<file path="config.mk">
export PLATFORM = sky130hd
export DESIGN_NAME = mmio_data_bus
export DESIGN_NICKNAME = d
export VERILOG_FILES = /design/src/rtl/mmio_data_bus.sv
export SDC_FILE = /design/constraint.sdc
export NUM_CORES = 1
export LEC_CHECK = 0
export ABC_CLOCK_PERIOD_IN_PS = 5500
export BUFFER_PORTS_ARGS = -buffer_cell sky130_fd_sc_hd__buf_4
export CAP_MARGIN = 15
export CORE_MARGIN = 10
export CORE_UTILIZATION = 29
export DETAILED_ROUTE_END_ITERATION = 8
export PLACE_DENSITY_LB_ADDON = 0.25
export SLEW_MARGIN = 20
export SYNTH_ARGS = -nofsm -noshare
export SYNTH_HDL_FRONTEND = slang
export SYNTH_SLANG_ARGS = --single-unit
</file>
<file path="constraint.sdc">
create_clock -name clk -period 5.5 [get_ports clk]
set_input_delay 1.1 -clock clk [delete_from_list [all_inputs] [get_ports clk]]
set_output_delay 1.1 -clock clk [all_outputs]
set_load 0.02 [all_outputs]
</file>
<file path="src/rtl/mmio_data_bus.sv">
// rtl/mmio_data_bus.sv - data-side bus decode onto RAM, timer, LED/digits, systick and UART TX
module mmio_data_bus #(
    parameter int RAM_AW       = 10,
    parameter int CLKS_PER_BIT = 868
) (
    input  logic              clk,
    input  logic              reset,
    input  logic              cpu_mem_write,
    input  logic [31:0]       cpu_addr,
    input  logic [31:0]       cpu_wdata,
    output logic [31:0]       cpu_rdata,
    output logic              ram_we,
    output logic [RAM_AW-1:0] ram_addr,
    output logic [31:0]       ram_wdata,
    input  logic [31:0]       ram_rdata,
    output logic [7:0]        led,
    output logic [15:0]       digits,
    output logic              timer_irq,
    output logic              uart_txd
);
    localparam int BAUD_W = (CLKS_PER_BIT > 1) ? $clog2(CLKS_PER_BIT) : 1;
    localparam logic [BAUD_W-1:0] BAUD_LAST = BAUD_W'(CLKS_PER_BIT - 1);
    localparam logic [BAUD_W-1:0] BAUD_ONE  = BAUD_W'(1);

    typedef enum logic [1:0] {S_IDLE, S_START, S_DATA, S_STOP} uart_state_t;

    logic        periph_sel, map_hit, periph_wr;
    logic [5:0]  offset;
    logic        wr_th, wr_tl, wr_tcon, wr_led, wr_digits, wr_utx, wr_ucon;
    logic [31:0] th, tl, systick;
    logic        t_run, t_ien, t_status;
    logic        unused_addr_lsbs;

    // Only 0x4000_00xx is mapped; the rest of the peripheral space reads as a hole.
    assign periph_sel = (cpu_addr[31:28] == 4'h4);
    assign map_hit    = periph_sel && (cpu_addr[27:8] == 20'd0);
    assign offset     = cpu_addr[7:2];
    assign periph_wr  = cpu_mem_write && map_hit;
    assign wr_th      = periph_wr && (offset == 6'h00);
    assign wr_tl      = periph_wr && (offset == 6'h01);
    assign wr_tcon    = periph_wr && (offset == 6'h02);
    assign wr_led     = periph_wr && (offset == 6'h03);
    assign wr_digits  = periph_wr && (offset == 6'h04);
    assign wr_utx     = periph_wr && (offset == 6'h06);
    assign wr_ucon    = periph_wr && (offset == 6'h07);
    assign unused_addr_lsbs = ^cpu_addr[1:0];

    assign ram_we    = cpu_mem_write && !periph_sel;
    assign ram_addr  = cpu_addr[RAM_AW+1:2];
    assign ram_wdata = cpu_wdata;
    assign timer_irq = t_status;

    // Software writes to TL/TCON take priority over the hardware reload and status set.
    always_ff @(posedge clk or posedge reset) begin
        if (reset) begin
            th <= '0; tl <= '0; t_run <= 1'b0; t_ien <= 1'b0; t_status <= 1'b0;
            led <= '0; digits <= '0; systick <= '0;
        end else begin
            systick <= systick + 32'd1;
            if (wr_th)     th     <= cpu_wdata;
            if (wr_led)    led    <= cpu_wdata[7:0];
            if (wr_digits) digits <= cpu_wdata[15:0];
            if (wr_tl)
                tl <= cpu_wdata;
            else if (t_run)
                tl <= (&tl) ? th : tl + 32'd1;
            if (wr_tcon)
                {t_status, t_ien, t_run} <= cpu_wdata[2:0];
            else if (t_run && (&tl) && t_ien)
                t_status <= 1'b1;
        end
    end

    logic [7:0]        fifo_mem [4];
    logic [1:0]        wr_ptr, rd_ptr;
    logic [2:0]        count;
    logic              fifo_full, fifo_empty, push, pop, overflow;
    uart_state_t       state, next_state;
    logic [BAUD_W-1:0] baud_cnt;
    logic [2:0]        bit_cnt;
    logic [7:0]        tx_byte;
    logic              baud_done, uart_busy;

    assign fifo_full  = (count == 3'd4);
    assign fifo_empty = (count == 3'd0);
    assign push       = wr_utx && !fifo_full;
    assign pop        = (state == S_IDLE) && !fifo_empty;
    assign baud_done  = (baud_cnt == BAUD_LAST);

    // A dropped push still flags overflow even if a clear lands in the same cycle.
    always_ff @(posedge clk or posedge reset) begin
        if (reset) begin
            wr_ptr <= '0; rd_ptr <= '0; count <= '0; overflow <= 1'b0;
        end else begin
            if (push) wr_ptr <= wr_ptr + 2'd1;
            if (pop)  rd_ptr <= rd_ptr + 2'd1;
            case ({push, pop})
                2'b10:   count <= count + 3'd1;
                2'b01:   count <= count - 3'd1;
                default: ;
            endcase
            if (wr_utx && fifo_full)
                overflow <= 1'b1;
            else if (wr_ucon && cpu_wdata[3])
                overflow <= 1'b0;
        end
    end

    always_ff @(posedge clk) begin
        if (push) fifo_mem[wr_ptr] <= cpu_wdata[7:0];
    end

    always_ff @(posedge clk or posedge reset) begin
        if (reset) begin
            tx_byte <= '0; baud_cnt <= '0; bit_cnt <= '0;
        end else if (pop) begin
            tx_byte <= fifo_mem[rd_ptr]; baud_cnt <= '0; bit_cnt <= '0;
        end else if (state != S_IDLE) begin
            if (baud_done) begin
                baud_cnt <= '0;
                if (state == S_DATA) bit_cnt <= bit_cnt + 3'd1;
            end else begin
                baud_cnt <= baud_cnt + BAUD_ONE;
            end
        end
    end

    always_ff @(posedge clk or posedge reset) begin
        if (reset) state <= S_IDLE;
        else       state <= next_state;
    end

    always_comb begin
        next_state = state;
        case (state)
            S_IDLE:  if (!fifo_empty) next_state = S_START;
            S_START: if (baud_done) next_state = S_DATA;
            S_DATA:  if (baud_done && bit_cnt == 3'd7) next_state = S_STOP;
            S_STOP:  if (baud_done) next_state = S_IDLE;
            default: next_state = S_IDLE;
        endcase
    end

    always_comb begin
        uart_txd  = 1'b1;
        uart_busy = 1'b1;
        case (state)
            S_IDLE:  uart_busy = 1'b0;
            S_START: uart_txd  = 1'b0;
            S_DATA:  uart_txd  = tx_byte[bit_cnt];
            default: uart_txd  = 1'b1;
        endcase
    end

    always_comb begin
        cpu_rdata = 32'd0;
        if (!periph_sel) begin
            cpu_rdata = ram_rdata;
        end else if (map_hit) begin
            case (offset)
                6'h00:   cpu_rdata = th;
                6'h01:   cpu_rdata = tl;
                6'h02:   cpu_rdata = {29'd0, t_status, t_ien, t_run};
                6'h03:   cpu_rdata = {24'd0, led};
                6'h04:   cpu_rdata = {16'd0, digits};
                6'h05:   cpu_rdata = systick;
                6'h07:   cpu_rdata = {28'd0, overflow, uart_busy, fifo_empty, fifo_full};
                default: cpu_rdata = 32'd0;
            endcase
        end
    end
endmodule

</file>
==> out/metrics.cfg <==
[global_route]
antenna_found_initial=2
gr-total-overflow=0
grt_start_max_net_pins=96
grt_pass1_vias=8578
grt_pass1_wl_um=52600
track_usage_pct=15.3

[power]
p_per_area_nw_per_um2=240
irDropWorstVdd_mv=0.233
p_leak_uw=0.00555

[synth]
synth_seq_cells=186
yosys_warnings=0
ys_types=66
synthCells=999
ys_seq_area_share_pct=45.5
syn_area_per_cell_um2=10.6
synth.area.top_cells=dfrtp_1, edfxtp_1, mux2_4, o21ai_0, nand2_1
syn_nets=1113
ys.flop_type=dfrtp_1
async_flop_share_pct=82.8
synth-edff-count=32
yosysTopAreaCell=dfrtp_1
yosysTopAreaCellShare_pct=36.4
syn-cell-area_um2=10600

[cts]
post_cts_buffers=0
clkTransAtPathRegs_ns=0.07
clockRootBuffer=clkbuf_16
cts_max_path_buffers=2
cts_buffers=17
cts_tree=yes
htree_levels=4
clk_latency_ns=0.45
clkSinkCount=186
hold_buffers=0
cts_resized=0

[floorplanning]
dieArea_um2=44500
fp.coreArea_um2=35700
start_util_pct=29.6
fp.dieH_um=211
rows=69
io_pins=200
die-width_um=211

[hold_path]
holdPathStages=2
hold_class=reg -> reg

[worst_setup_path]
startpoint=cpu_addr[29]
worstRegToRegCells=6
crit_fanout=25
crit_arrival_ns=3.54
r2r_end=tl[2]
r2r_start=tl[0]
end_kind=output port
cp.required_ns=4.40
rrSetupSlack_ns=2.39
worstSetupEndpoint=cpu_rdata[24]
critPathKind=in -> out
worstSetupStartpointType=input pin

[timing]
tns_ns=0
rsz0062_at_grt=false
slew_viol_final=0
fmax_ghz=0.215
finalSetupViolCount=0
post-route-period-util_pct=84.4
worstMarginPinSlew_ns=1.03
hold_violations=0
hold_ws_ns=0.474
relSlewSlack_pct=31.5
layout_min_cycle_time_ns=4.64
skew_ns=0.0197

[routing]
ant_nets=0
post_drt_via_cell_ratio=5.29
wl_um=34700
wl_per_cell_um=21.6
drt_iter0_drc=819
firstDrtPassIters=8
drc=0
vias=8489

[cells_and_area]
final_core_util_pct=35.7
layout_common_cells=buf_4, dfrtp_1, nand2_1
layout-drive-gt1-share_pct=29.4
final_common_cell=buf_4
nets=1245
synthToLayoutAreaGrowth_pct=20.5
final.fill_count=3653

[outcome]
status=finished clean

[placed_design]
port_buffers=197
place.gp.congestion=0.848
dp_hpwl_um=25800

[run]
maxCapViolations=0

==> per-layer routing <==
layer	routed length, um	vias to the layer above	global-route usage, %
li1	-	3938	-
met5	13	-	0
met4	439	2	3.42
met1	15400	4250	19.7
met3	2160	27	3.80
met2	16600	272	25.3
==> worst max-delay path: stages <==
cell and delay [ns]:
buf_4 0.11, or4b_1 0.59, nor4_4 0.55, o2111ai_2 0.37
buf_4 0.34, o21ai_0 0.27, buf_4 0.19
==> cell usage after synthesis, types with 26 or more instances <==
cell      count
nand3_1      31
mux2_2       26
nor2_1       36
nand2_1     108
buf_4        44
dfrtp_1     154
edfxtp_1     32
clkbuf_1     42
o21ai_0      84
xnor2_1      36
mux2_4       38
inv_1        27
==> worst min path at each step <==
stage / startpoint / endpoint / slack, ns
floorplan: tx_byte[2] / tx_byte[2] / 0.44
global placement: tx_byte[3] / tx_byte[3] / 0.46
detailed placement: tx_byte[6] / tx_byte[6] / 0.46
CTS: systick[31] / systick[31] / 0.47
global route: systick[31] / systick[31] / 0.48
finish: tx_byte[6] / tx_byte[6] / 0.47
==> metrics by stage <==
step	power [uW]	cell area (um^2)	worst slack, ns	instances
6_report	3060	12800	0.859	1606
2_1_floorplan	1680	10600	0.250	999
4_1_cts	3090	12800	0.854	1605
3_5_place_dp	1830	12100	0.884	1573
3_3_place_gp	1830	12100	0.908	1573
5_1_grt	3190	12800	0.757	1605
==> flip-flops by register name, summed over array words and instances (netlist names) <==
name       count
systick       32
timer_irq      1
bit_cnt        3
tx_byte        8
t_run          1
wr_ptr         2
fifo_mem      32
t_ien          1
count          3
state          2
rd_ptr         2
th            32
overflow       1
tl            32
digits        16
led            8
baud_cnt      10
==> layout make-up <==
class	count	area (um^2)	area share, %
Clock inverter	15	176	1.38
Tap cell	461	577	4.52
Antenna cell	1	2.50	0.0196
Sequential cell	186	4810	37.8
Inverter	27	106	0.834
Multi-Input combinational cell	686	5050	39.6
Clock buffer	17	425	3.34
Timing Repair Buffer	213	1600	12.5
==> report_power, final <==
part / internal (uW) / switching [uW] / leakage, uW
combinational: 156 / 167 / 0.00298
sequential: 1430 / 39.6 / 0.00227
clock: 651 / 620 / 0.000290
total: 2240 / 827 / 0.00555
==> cells by family after synthesis <==
group,share of synthesized area (%)
XOR/XNOR,3.81
adder cells (fa/ha/maj),1.84
multiplexers,13.0
AND/OR/NAND/NOR,15.3
flip-flops,45.5
buffers and inverters,6.98
AO/OA/AOI/OAI,13.6
Power figures use the tool's default switching activity.
